$ cat config.mk
export PLATFORM = sky130hd
export DESIGN_NAME = sseg_rom_scan_ctrl
export DESIGN_NICKNAME = d
export VERILOG_FILES = /design/src/rtl/sseg_rom_scan_ctrl.sv
export SDC_FILE = /design/constraint.sdc
export NUM_CORES = 1
export LEC_CHECK = 0
export CORE_UTILIZATION = 48
export DETAILED_ROUTE_END_ITERATION = 8
export PLACE_DENSITY = 0.81
export SYNTH_ARGS = -nofsm -noshare
export SYNTH_HDL_FRONTEND = slang
export SYNTH_SLANG_ARGS = --single-unit
$ cat constraint.sdc
create_clock -name clk -period 2.3 [get_ports clk]
set_input_delay 0.575 -clock clk [delete_from_list [all_inputs] [get_ports clk]]
set_output_delay 0.575 -clock clk [all_outputs]
set_load 0.005 [all_outputs]
$ cat src/rtl/sseg_rom_scan_ctrl.sv
// ---------------------------------------------------------------------------
// sseg_rom_scan_ctrl
//
// Purpose:
//   Multiplexed N-digit seven-segment scan controller. One synchronous pattern
//   ROM is shared by all digits. Each digit slot has two parts. First the
//   controller fetches the pattern for that digit's hex nibble, which takes
//   three cycles with every anode off. Then it drives that digit's anode for
//   DWELL_CYC cycles. This block sits between the datapath that produces
//   hex_in and the board's an/sseg pins.
//
//   Slot timeline, counted in rising edges from the edge that samples hex_in:
//     edge 1  (S_ADDR) : rom_addr <= nibble of digit idx
//     edge 2  (S_WAIT) : the external ROM registers rom_addr
//     edge 3  (S_CAP)  : sseg/an updated, dwell counter loaded
//     edges 4..DWELL_CYC+3 (S_SHOW) : the final edge blanks an and advances idx
//   The anode is low for exactly DWELL_CYC cycles. A slot is DWELL_CYC+3
//   cycles long.
//
// Parameters:
//   N_DIG      number of digits scanned (1..8)
//   DWELL_CYC  display cycles per digit slot (>= 1)
//
// Ports:
//   clk         in   1        system clock, all state on rising edge
//   reset       in   1        asynchronous, active-high reset
//   en          in   1        scan enable, looked at only between slots
//   hex_in      in   4*N_DIG  digit i nibble = hex_in[4i+3:4i], digit 0 rightmost
//   dp_in       in   N_DIG    decimal point per digit, active-high
//   blank       in   N_DIG    per-digit blank, active-high, keeps that anode off
//   rom_addr    out  4        registered ROM address
//   rom_data    in   8        ROM pattern, [6:0] active-low segments {a..g}, [7] unused
//   an          out  N_DIG    registered anodes, active-low, at most one low
//   sseg        out  8        registered {dp_n, seg[6:0]}, active-low
//   frame_tick  out  1        one-cycle pulse when the last digit's slot ends
// ---------------------------------------------------------------------------
module sseg_rom_scan_ctrl #(
    parameter int N_DIG     = 4,
    parameter int DWELL_CYC = 100_000
) (
    input  logic                 clk,
    input  logic                 reset,
    input  logic                 en,
    input  logic [4*N_DIG-1:0]   hex_in,
    input  logic [N_DIG-1:0]     dp_in,
    input  logic [N_DIG-1:0]     blank,
    output logic [3:0]           rom_addr,
    input  logic [7:0]           rom_data,
    output logic [N_DIG-1:0]     an,
    output logic [7:0]           sseg,
    output logic                 frame_tick
);

    // -----------------------------------------------------------------------
    // Local constants and types
    // -----------------------------------------------------------------------
    localparam int CNT_W = $clog2(DWELL_CYC + 1);
    localparam int IDX_W = (N_DIG > 1) ? $clog2(N_DIG) : 1;

    // The counter is loaded with DWELL_CYC-1 and the slot ends on the edge
    // where it reads zero. That gives DWELL_CYC cycles in S_SHOW.
    localparam logic [CNT_W-1:0] CNT_LOAD = CNT_W'(DWELL_CYC - 1);
    localparam logic [IDX_W-1:0] IDX_LAST = IDX_W'(N_DIG - 1);
    localparam logic [IDX_W-1:0] IDX_ZERO = '0;
    localparam logic [N_DIG-1:0] AN_OFF   = '1;
    localparam logic [7:0]       SSEG_OFF = 8'hFF;

    typedef enum logic [1:0] {
        S_ADDR = 2'd0,   // waiting for en, then issue the ROM address
        S_WAIT = 2'd1,   // ROM registers the address on this edge
        S_CAP  = 2'd2,   // ROM data valid: latch pattern and drive the anode
        S_SHOW = 2'd3    // dwell with the anode on
    } state_t;

    // -----------------------------------------------------------------------
    // State
    // -----------------------------------------------------------------------
    state_t               state_q, state_d;
    logic [IDX_W-1:0]     idx_q, idx_d;
    logic [CNT_W-1:0]     cnt_q, cnt_d;
    logic [3:0]           rom_addr_q, rom_addr_d;
    logic [N_DIG-1:0]     an_q, an_d;
    logic [7:0]           sseg_q, sseg_d;
    logic                 frame_tick_q, frame_tick_d;

    // -----------------------------------------------------------------------
    // Helper terms
    // -----------------------------------------------------------------------
    logic [3:0] cur_nibble;
    logic       cnt_zero;
    logic       idx_is_last;

    // {idx, 2'b00} is 4*idx. It has just enough bits to address every
    // nibble of hex_in.
    assign cur_nibble  = hex_in[{idx_q, 2'b00} +: 4];
    assign cnt_zero    = (cnt_q == '0);
    assign idx_is_last = (idx_q == IDX_LAST);

    // Bit 7 of the ROM word carries no meaning for this block.
    logic rom_data_unused;
    assign rom_data_unused = rom_data[7];

    // -----------------------------------------------------------------------
    // Process 1: state register
    // -----------------------------------------------------------------------
    // NOTE: sequential state uses non-blocking assignments. Every flop then
    // samples the values from before the edge, whatever order the
    // assignments are written in.
    always_ff @(posedge clk or posedge reset) begin
        if (reset) begin
            state_q      <= S_ADDR;
            idx_q        <= IDX_ZERO;
            cnt_q        <= '0;
            rom_addr_q   <= 4'h0;
            an_q         <= AN_OFF;
            sseg_q       <= SSEG_OFF;
            frame_tick_q <= 1'b0;
        end else begin
            state_q      <= state_d;
            idx_q        <= idx_d;
            cnt_q        <= cnt_d;
            rom_addr_q   <= rom_addr_d;
            an_q         <= an_d;
            sseg_q       <= sseg_d;
            frame_tick_q <= frame_tick_d;
        end
    end

    // -----------------------------------------------------------------------
    // Process 2: next-state logic
    // -----------------------------------------------------------------------
    // NOTE: every variable written in a combinational block gets a default at
    // the top. A path that skips an assignment then cannot infer a latch.
    always_comb begin
        state_d = state_q;
        unique case (state_q)
            S_ADDR: if (en) state_d = S_WAIT;
            S_WAIT: state_d = S_CAP;
            S_CAP:  state_d = S_SHOW;
            S_SHOW: if (cnt_zero) state_d = S_ADDR;
            default: state_d = S_ADDR;
        endcase
    end

    // -----------------------------------------------------------------------
    // Process 3: registered-output and datapath next values
    // -----------------------------------------------------------------------
    always_comb begin
        // Everything holds unless this state updates it. frame_tick is a
        // pulse, so it clears by default.
        idx_d        = idx_q;
        cnt_d        = cnt_q;
        rom_addr_d   = rom_addr_q;
        an_d         = an_q;
        sseg_d       = sseg_q;
        frame_tick_d = 1'b0;

        unique case (state_q)
            S_ADDR: begin
                // While en is low the FSM parks here. The anodes stay off
                // because the previous slot ended with them blanked.
                if (en) rom_addr_d = cur_nibble;
            end

            S_WAIT: begin
                // Nothing to do. The external ROM is capturing rom_addr.
            end

            S_CAP: begin
                // The ROM pattern goes straight to the segment pins. Only the
                // decimal point is added here.
                sseg_d = {~dp_in[idx_q], rom_data[6:0]};
                an_d   = AN_OFF;
                if (!blank[idx_q]) an_d[idx_q] = 1'b0;
                cnt_d  = CNT_LOAD;
            end

            S_SHOW: begin
                if (!cnt_zero) begin
                    cnt_d = cnt_q - CNT_W'(1);
                end else begin
                    // The anode is turned off here and stays off through the
                    // next fetch. This stops the old pattern from ghosting
                    // onto the next digit. sseg keeps its value, because an
                    // alone controls visibility.
                    an_d         = AN_OFF;
                    idx_d        = idx_is_last ? IDX_ZERO : idx_q + IDX_W'(1);
                    frame_tick_d = idx_is_last;
                end
            end

            default: begin
            end
        endcase
    end

    // -----------------------------------------------------------------------
    // Outputs come directly from flops
    // -----------------------------------------------------------------------
    assign rom_addr   = rom_addr_q;
    assign an         = an_q;
    assign sseg       = sseg_q;
    assign frame_tick = frame_tick_q;

endmodule
==> summary.md, run 1 <==
| Metric | Value |
|---|---|
| Register area share after synthesis | `0.492` |
| Initial core utilization | `0.516` |
| Endpoints failing hold | `0` |
| Cts hold-fix bufs | `0` |
| N_diodes | `0` |
| Die width | `65.9 um` |
| Main combinational cell family by area after synthesis | `simple AND/OR/NAND/NOR gates` |
| Ranking of synthesized cells by area | `dfrtp_1 (33%), dfstp_2 (16%), mux2_2 (6.9%)` |
| Rel. slew slack | `0.664` |
| Number of flops mapped to enable cells by yosys | `0` |
| Clock Tree Buf Depth | `2` |
| Clk Latency, worst-skew pair | `300 ps` |
| Asr flop ratio synth | `1.00` |
| Total CTS buffers | `5` |
| Mux share of post-synthesis cell area | `0.163` |
| First-pass GRT wire length | `7170 um` |
| DIE AREA | `4350 um^2` |
| Final period util | `0.964` |
| Root buf cell | `clkbuf_8` |
| PwrDens | `542 nW/um^2` |
| RSZ-0062 raised after global routing | `yes` |
| Combinational power share | `0.070` |
| Worst Tran Pin Value | `504 ps` |
| Area fraction in compound gates after synthesis | `0.0753` |
| Rows | `22` |
| Htree depth | `2` |
| Xor and xnor area share after synthesis | `0.0179` |
| First-pass DRT Iterations | `4` |
| Final setup viols | `0` |
| Worst min path class | `flip-flop to flip-flop` |
| Core footprint | `3800 um^2` |
| Share of the synthesized area in the top cell type | `0.332` |
| Status | `finished, final reports clean` |
| Cell variety after synth | `35` |
| Routability Congestion | `0.792` |
| Worst-path clk slew | `80 ps` |
| Largest net degree at the start of global routing | `39` |
| CP Capture Type | `flip-flop` |
| Clk pwr share | `0.467` |
| Via density | `5.42` |
| Primary FF master, synth | `dfrtp_1` |
| Number of clock sinks | `38` |
| Syn avg cell area | `11.3 um^2` |
| Number of global-route vias before repair | `1,632` |
| Setup tns final | `0 ps` |
| Yosys warning total | `0` |
| 1st-iter DRT viols | `91` |
| Via count | `1,549` |
| WL/cell | `14.4 um` |
| PortBufs | `50` |
| Psw | `288 uW` |
| Routed Antenna Nets | `0` |
| Flop pwr share | `0.464` |
| Fin nets | `281` |
| Setup Skew | `8.43 ps` |
| Max-slew violation count | `0` |
| Post-Synth Simple-Gate Area | `0.166` |
| Setup Buffers After CTS | `0` |
| Area Growth Syn to Fin | `39.2%` |
| CTS tree | `built` |
| Critical Path Start Type | `flip-flop` |
| Initial antenna violation count | `0` |
| Most area-hungry cell type in the Yosys netlist | `dfrtp_1` |
| Post-Syn Area | `1960 um^2` |
| Crit path max fanout | `8` |
| CP Class | `flip-flop to flip-flop` |
| Max rail drop VDD | `0.000457 V` |
| Arrival time at the worst endpoint | `2440 ps` |
| Total power | `1.48 mW` |
| Min cycle time layout | `2220 ps` |
| Max-cap violations | `0` |
| Maximum clock rate | `451 MHz` |
| HPWL after DPL | `3070 um` |
| Switch share | `0.195` |
| Congestion Overflow GR | `0` |
| All-Layer GR Usage | `0.221` |
| Int Power | `1.19 mW` |
| Number of fill cells in the layout | `266` |
| Die height | `65.9 um` |
| Post-Synth Adder-Cell Area | `0.0574` |
| Residual DRC | `0` |
| Syn Inst Count | `174` |
| Worst Path Required | `2530 ps` |
| Overall routed net length | `4120 um` |
| Mapped Nets | `218` |
| I/O pins | `52` |
| #FFs+latches synth | `38` |
| Static Leakage | `1.15 nW` |
| Layout cell share with drive strength beyond 1 | `0.231` |
## logic make-up after synthesis
group | count (synthesis)
simple gates | 65
flops | 38
mux | 23
compound gates | 21
buf+inv | 14
fa+ha+maj | 9
xor+xnor | 4
## layout make-up
cell class,count,area [um^2],area share
multi-input combinational,122,947,0.347
clock buffer,5,68.8,0.0252
sequential,38,966,0.354
timing repair buffer,62,591,0.216
tap,48,60.1,0.0220
inverter,8,30.0,0.0110
clock inverter,3,68.8,0.0252
## power by group through the flow
stage	Combinational [mW]	Sequential [mW]	Clock [mW]
after floorplan	0.0251	0.699	0
after global placement	0.102	0.698	0
after detailed placement	0.105	0.699	0
after CTS	0.105	0.687	0.694
after global routing	0.112	0.688	0.725
final	0.103	0.686	0.691
## cell usage after synthesis (3+ instances only)
master	n
a21oi_1	5
mux4_2	6
a31oi_1	4
dfstp_2	12
nand4_1	3
inv_1	8
nor2_1	17
dfrtp_1	26
xnor2_1	3
ha_1	9
o21ai_0	4
mux2i_1	5
nor4_1	5
nand2_1	19
nand3_1	4
nor3_1	5
clkbuf_1	4
mux2_2	12
## registers in the layout, indices dropped and copies added, names as in the netlist
register,flops
sseg,8
rom_addr,4
state_q,2
frame_tick,1
an,4
idx_q,2
cnt_q,17
## cell usage in the layout (no fill, tap or decap), types with 2 or more instances in the layout
cell type,instances
o41ai_1,2
nor2_1,17
dfstp_2,12
nand3_1,4
mux4_2,6
mux2i_1,5
dfrtp_1,26
or4_1,2
a31oi_1,4
bufinv_16,2
or4_4,2
clkdlybuf4s50_1,50
clkbuf_8,5
nor3_1,4
nor4_1,5
o211ai_1,2
nand2_1,19
a21oi_1,5
o21ai_0,4
buf_4,12
xnor2_1,3
inv_1,8
mux2_2,12
ha_1,9
nand4_1,3
and2_1,2
o31ai_1,2
## worst max-delay path: stages (launching register included)
cell and delay, ps:
dfrtp_1 430, or4_4 590, or4_4 550, o31ai_4 360, nor2_1 70, a31oi_1 150
## metal layers
layer | GRT usage | vias up | share of wire
met5 | 0 | - | 0
li1 | - | 754 | -
met3 | 0.0845 | 7 | 0.067
met2 | 0.371 | 50 | 0.49
met1 | 0.256 | 738 | 0.43
met4 | 0.0745 | 0 | 0.017
## final timing paths
path                       startpoint  endpoint  slack [ps]  depth (start not counted)
setup / recovery             cnt_q[5]     an[1]          80                          5
hold reg to reg               sseg[7]   sseg[7]         490                          2
setup reg to reg             cnt_q[5]     an[1]          80                          5
max in group asynchronous       reset   sseg[2]        1250                          3
min in group asynchronous       reset  idx_q[1]         690                          3
hold / removal                sseg[7]   sseg[7]         490                          2
## through the flow
stage / cell area (um^2) / hold slack, ps / utilization / setup slack [ps] / cells
detailed placement: 2590 / 478 / 0.681 / 117 / 278
CTS: 2730 / 492 / 0.718 / 96.6 / 286
global placement: 2590 / 479 / 0.681 / 174 / 278
floorplan: 1960 / 463 / - / 260 / 174
finish: 2730 / 492 / 0.719 / 83.2 / 286
global route: 2730 / 509 / 0.719 / -1.51 / 286
## timing repair
action                                  4_1_cts  5_1_grt
endpoints found under the setup margin        0        2
hold endpoints to repair                      0        0
gates resized for setup                       0        1
Note: power is estimated with default switching activity, not from simulation.
==> inputs of run 2 (changes only) <==
--- a/config.mk
+++ b/config.mk
@@ -8,6 +8,7 @@
 export CORE_UTILIZATION = 48
 export DETAILED_ROUTE_END_ITERATION = 8
 export PLACE_DENSITY = 0.81
+export RECOVER_POWER = 50
 export SYNTH_ARGS = -nofsm -noshare
 export SYNTH_HDL_FRONTEND = slang
 export SYNTH_SLANG_ARGS = --single-unit
==> summary.md, run 2 (synthesis gave the netlist of run 1 again) <==
| Metric | Value |
|---|---|
| Number of global-route vias before repair | `1,632 (unchanged)` |
| Number of clock sinks | `38 (unchanged)` |
| I/O pins | `52 (unchanged)` |
| Overall routed net length | `4110 um (was 4120 um)` |
| All-Layer GR Usage | `0.221 (unchanged)` |
| Commonest non-fill, non-tap cell in the layout | `clkdlybuf4s50_1 (unchanged)` |
| Rel. slew slack | `0.376 (was 0.664)` |
| Initial antenna violation count | `0 (unchanged)` |
| WL/cell | `14.4 um (about the same)` |
| Critical-path cell list | `or4_4 > or4_4 > o31ai_4 > nor2_1 > a31oi_1 (unchanged)` |
| Number of fill cells in the layout | `267 (was 266)` |
| Die width | `65.9 um (unchanged)` |
| 1st-iter DRT viols | `87 (was 91)` |
| Critical-path top delay cell | `or4_4 (unchanged)` |
| Top reg by flops | `cnt_q (unchanged)` |
| RSZ-0062 raised after global routing | `yes (unchanged)` |
| Total CTS buffers | `5 (unchanged)` |
| Clock Tree Buf Depth | `2 (unchanged)` |
| Crit path max fanout | `8 (unchanged)` |
| Rows | `22 (unchanged)` |
| N_diodes | `0 (unchanged)` |
| Routed Antenna Nets | `0 (unchanged)` |
| Htree depth | `2 (unchanged)` |
| Congestion Overflow GR | `0 (unchanged)` |
| CP Class | `flip-flop to flip-flop (unchanged)` |
| DP Cell Count | `278 (unchanged)` |
| Largest net degree at the start of global routing | `39 (unchanged)` |
| Final setup viols | `0 (unchanged)` |
| Maximum clock rate | `451 MHz (about the same)` |
| Initial core utilization | `0.516 (unchanged)` |
| Final Non-Filler Cells | `286 (unchanged)` |
| First-pass DRT Iterations | `4 (unchanged)` |
| Max reg flops | `17 (unchanged)` |
| PwrDens | `542 nW/um^2 (about the same)` |
| Min cycle time layout | `2220 ps (about the same)` |
| DIE AREA | `4350 um^2 (unchanged)` |
| Critical Path Start Type | `flip-flop (unchanged)` |
| Status | `finished, final reports clean (unchanged)` |
| Post-DP Area | `2590 um^2 (unchanged)` |
| Final WS setup | `84.2 ps (was 83.2 ps)` |
| Clk Latency, worst-skew pair | `300 ps (about the same)` |
| Fin nets | `281 (unchanged)` |
| Cts hold-fix bufs | `0 (unchanged)` |
| Area Growth Syn to Fin | `38.9% (was 39.2%)` |
| Root buf cell | `clkbuf_8 (unchanged)` |
| Seq. cell area | `966 um^2 (unchanged)` |
| Final period util | `0.963 (was 0.964)` |
| Worst Path Required | `2530 ps (about the same)` |
| Crit-path max cell delay | `590 ps (about the same)` |
| Residual DRC | `0 (unchanged)` |
| Top cell by count, worst path | `or4_4 (unchanged)` |
| Layout cell share with drive strength beyond 1 | `0.227 (was 0.231)` |
| Max rail drop VDD | `0.000457 V (about the same)` |
| Setup Buffers After CTS | `0 (unchanged)` |
| CTS tree | `built (unchanged)` |
| Resize count post-CTS | `0 (unchanged)` |
| Max-cap violations | `0 (unchanged)` |
| Setup Skew | `7.39 ps (was 8.43 ps)` |
| Worst-path clk slew | `80 ps (about the same)` |
| CP Capture Type | `flip-flop (unchanged)` |
| Die height | `65.9 um (unchanged)` |
| HPWL after DPL | `3070 um (unchanged)` |
| Dpl ws | `117 ps (unchanged)` |
| Endpoints failing hold | `0 (unchanged)` |
| First-pass GRT wire length | `7170 um (unchanged)` |
| Post-Layout Inst Area | `2730 um^2 (about the same)` |
| PortBufs | `50 (unchanged)` |
| Most frequent cells in the layout | `clkdlybuf4s50_1 (49), dfrtp_1 (26), nand2_1 (19) (was clkdlybuf4s50_1 (50), dfrtp_1 (26), nand2_1 (19))` |
| Arrival time at the worst endpoint | `2440 ps (about the same)` |
| Max-slew violation count | `0 (unchanged)` |
| Multi-input logic area | `947 um^2 (unchanged)` |
| Via density | `5.43 (was 5.42)` |
| Routability Congestion | `0.792 (unchanged)` |
| Via count | `1,553 (was 1,549)` |
| Core footprint | `3800 um^2 (unchanged)` |
| Worst min path class | `flip-flop to flip-flop (unchanged)` |
| Worst Tran Pin Value | `935 ps (was 504 ps)` |
| Static Leakage | `1.15 nW (about the same)` |
## run 2: changes by cell type in the layout (fill, tap and decap cells not counted), sizes merged
cell and delta:
dlygate4sd3 +1, buf -2, clkbuf +2, clkdlybuf4s50 -1
## run 2: critical path: cells and delay by family, from the launching register on
kind	cells	cell delay (ps)
simple gates	3	1210
compound gates	2	510
flops	1	430
## run 2: path summary, 6_finish.rpt
path	cells after the start	endpoint	slack [ps]	start
worst max-delay path	5	an[1]	80	cnt_q[5]
max in group asynchronous	3	rom_addr[0]	710	reset
min in group asynchronous	3	state_q[1]	1010	reset
worst min register to register	2	sseg[7]	490	sseg[7]
worst max register to register	5	an[1]	80	cnt_q[5]
worst min-delay path	2	sseg[7]	490	sseg[7]
## run 2: per-layer routing
| layer | vias to the layer above | share of wire | GRT usage |
|---|---|---|---|
| met1 | 743 | 0.42 | 0.256 |
| li1 | 755 | - | - |
| met5 | - | 0 | 0 |
| met4 | 0 | 0.017 | 0.0745 |
| met2 | 48 | 0.49 | 0.371 |
| met3 | 7 | 0.066 | 0.0845 |
## run 2: power by group
part           switching [mW]  leakage, nW  total (mW)  internal [mW]
registers             0.00406        0.446       0.686          0.682
clock network           0.254       0.0683       0.689          0.435
logic                  0.0280        0.633       0.102         0.0741
total                   0.287         1.15        1.48           1.19
## run 2: final cells by class
class | instances | area share
inverters | 8 | 0.0110
clock buffers | 5 | 0.0253
well taps | 48 | 0.0220
flip-flops and latches | 38 | 0.354
repair buffers | 62 | 0.214
clock inverters | 3 | 0.0253
multi-input cells | 122 | 0.348
## run 2: metrics by stage
stage	setup TNS [ps]	util	hold WS (ps)	power, mW
3_3_place_gp	0	0.681	479	0.801
5_1_grt	-1.51	0.717	509	1.52
2_1_floorplan	0	-	463	0.724
6_report	0	0.717	492	1.48
3_5_place_dp	0	0.681	478	0.804
4_1_cts	0	0.718	492	1.49
==> inputs of run 3 (changes only) <==
--- a/config.mk
+++ b/config.mk
@@ -5,7 +5,9 @@
 export SDC_FILE = /design/constraint.sdc
 export NUM_CORES = 1
 export LEC_CHECK = 0
-export CORE_UTILIZATION = 48
+export CELL_PAD_IN_SITES_DETAIL_PLACEMENT = 1
+export CELL_PAD_IN_SITES_GLOBAL_PLACEMENT = 1
+export CORE_UTILIZATION = 37
 export DETAILED_ROUTE_END_ITERATION = 8
 export PLACE_DENSITY = 0.81
 export RECOVER_POWER = 50
==> summary.md, run 3 (synthesis gave the netlist of run 1 again) <==
| Metric | Value |
|---|---|
| Routed Antenna Nets | `0 (unchanged)` |
| Worst Tran Pin Value | `971 ps (was 935 ps)` |
| N_diodes | `0 (unchanged)` |
| DIE AREA | `5600 um^2 (was 4350 um^2)` |
| Number of clock sinks | `38 (unchanged)` |
| First-pass DRT Iterations | `4 (unchanged)` |
| Overall routed net length | `4960 um (was 4110 um)` |
| Max-slew violation count | `0 (unchanged)` |
| WL/cell | `15.8 um (was 14.4 um)` |
| Max rail drop VDD | `0.000282 V (was 0.000457 V)` |
| Status | `finished, final reports clean (unchanged)` |
| Via count | `1,621 (was 1,553)` |
| Hold Slack | `494 ps (was 492 ps)` |
| Residual DRC | `0 (unchanged)` |
| Initial core utilization | `0.384 (was 0.516)` |
| Layout cell share with drive strength beyond 1 | `0.230 (was 0.227)` |
| Psw | `259 uW (was 287 uW)` |
| Clk pwr share | `0.410 (was 0.466)` |
| CP Capture Type | `flip-flop (unchanged)` |
| Total CTS buffers | `5 (unchanged)` |
| All-Layer GR Usage | `0.196 (was 0.221)` |
| CTS tree | `built (unchanged)` |
| Initial antenna violation count | `0 (unchanged)` |
| Max reg flops | `17 (unchanged)` |
| Dpl ws | `64.8 ps (was 117 ps)` |
| Rows | `26 (was 22)` |
| Flop pwr share | `0.513 (was 0.465)` |
| Rel. slew slack | `0.353 (was 0.376)` |
| Resize count post-CTS | `0 (unchanged)` |
| HPWL after DPL | `3610 um (was 3070 um)` |
| First-pass GRT wire length | `8200 um (was 7170 um)` |
| Final WS setup | `83.1 ps (was 84.2 ps)` |
| Commonest non-fill, non-tap cell in the layout | `clkdlybuf4s50_1 (unchanged)` |
| Worst min path class | `flip-flop to flip-flop (unchanged)` |
| Fin nets | `286 (was 281)` |
| Die height | `74.8 um (was 65.9 um)` |
| Endpoints failing hold | `0 (unchanged)` |
| CP Class | `flip-flop to flip-flop (unchanged)` |
| Top reg by flops | `cnt_q (unchanged)` |
| Root buf cell | `clkbuf_8 (unchanged)` |
| Setup tns final | `0 ps (unchanged)` |
| Number of fill cells in the layout | `557 (was 267)` |
| Final period util | `0.964 (was 0.963)` |
| Via density | `5.18 (was 5.43)` |
| Core footprint | `5110 um^2 (was 3800 um^2)` |
| 1st-iter DRT viols | `35 (was 87)` |
| Int Power | `1.08 mW (was 1.19 mW)` |
| Most frequent cells in the layout | `clkdlybuf4s50_1 (49), dfrtp_1 (26), nand2_1 (19) (unchanged)` |
| Arrival time at the worst endpoint | `2410 ps (was 2440 ps)` |
| Largest net degree at the start of global routing | `39 (unchanged)` |
| Switch share | `0.193 (was 0.194)` |
| Crit path max fanout | `6 (was 8)` |
| Worst-path clk slew | `80 ps (about the same)` |
| Static Leakage | `1.16 nW (was 1.15 nW)` |
| RSZ-0062 raised after global routing | `no (was yes)` |
| Combinational power share | `0.077 (was 0.069)` |
| Clk Latency, worst-skew pair | `290 ps (was 300 ps)` |
| Clock Tree Buf Depth | `2 (unchanged)` |
| Congestion Overflow GR | `0 (unchanged)` |
| Min cycle time layout | `2220 ps (about the same)` |
| PortBufs | `50 (unchanged)` |
| Max-cap violations | `0 (unchanged)` |
| Die width | `74.8 um (was 65.9 um)` |
| I/O pins | `52 (unchanged)` |
| Area Growth Syn to Fin | `40.4% (was 38.9%)` |
| Worst Path Required | `2500 ps (was 2530 ps)` |
| Htree depth | `2 (unchanged)` |
| Critical Path Start Type | `flip-flop (unchanged)` |
| Maximum clock rate | `451 MHz (about the same)` |
| Final setup viols | `0 (unchanged)` |
| Setup Skew | `14.1 ps (was 7.39 ps)` |
| PwrDens | `487 nW/um^2 (was 542 nW/um^2)` |
| Routability Congestion | `0.760 (was 0.792)` |
| Final core utilization | `0.539 (was 0.717)` |
| Number of global-route vias before repair | `1,720 (was 1,632)` |
==> run 3: stage by stage <==
step           instance area, um^2  total power, mW  instances
3_5_place_dp                  2620            0.806        300
5_1_grt                       2750             1.39        313
6_report                      2750             1.34        313
3_3_place_gp                  2620            0.801        300
4_1_cts                       2720             1.36        308
2_1_floorplan                 1960            0.724        174
==> run 3: path summary, 6_finish.rpt <==
path / slack, ps / depth (start not counted) / startpoint / end
worst max-delay path: 80 / 6 / cnt_q[5] / an[3]
max in group asynchronous: 660 / 3 / reset / idx_q[0]
worst min register to register: 490 / 2 / sseg[7] / sseg[7]
worst max register to register: 80 / 6 / cnt_q[5] / an[3]
min in group asynchronous: 1020 / 3 / reset / cnt_q[3]
worst min-delay path: 490 / 2 / sseg[7] / sseg[7]
==> run 3: critical path: stages, from the launching register on <==
cell and delay (ps):
dfrtp_1 410, or4_4 580, or4_4 480, o31ai_4 280, buf_4 190, buf_4 110, a31oi_1 80
==> run 3: layout make-up <==
type                       instances  area, um^2  share of cell area
timing repair buffer              67         622               0.226
sequential                        38         966               0.351
clock inverter                     1        30.0              0.0109
clock buffer                       7        76.3              0.0277
multi-input combinational        122         942               0.342
tap                               70        87.6              0.0318
inverter                           8        30.0              0.0109
==> run 3: metal layers <==
metal / routed length [um] / global-route usage
met1: 2000 / 0.238
met2: 2720 / 0.345
met3: 224 / 0.0602
met4: 17 / 0.0377
met5: 0 / 0
==> run 3: what timing repair did <==
item | 4_1_cts | 5_1_grt
hold endpoints to repair | 0 | 0
hold buffers | 0 | 0
endpoints found under the setup margin | 0 | 4
buffers inserted | 0 | 5
==> run 3: power by group through the flow <==
stage / Sequential (mW) / Clock [mW] / Combinational (mW)
after global placement: 0.698 / 0 / 0.103
after CTS: 0.687 / 0.569 / 0.107
after floorplan: 0.699 / 0 / 0.0251
final: 0.687 / 0.550 / 0.104
after global routing: 0.688 / 0.592 / 0.114
after detailed placement: 0.699 / 0 / 0.106
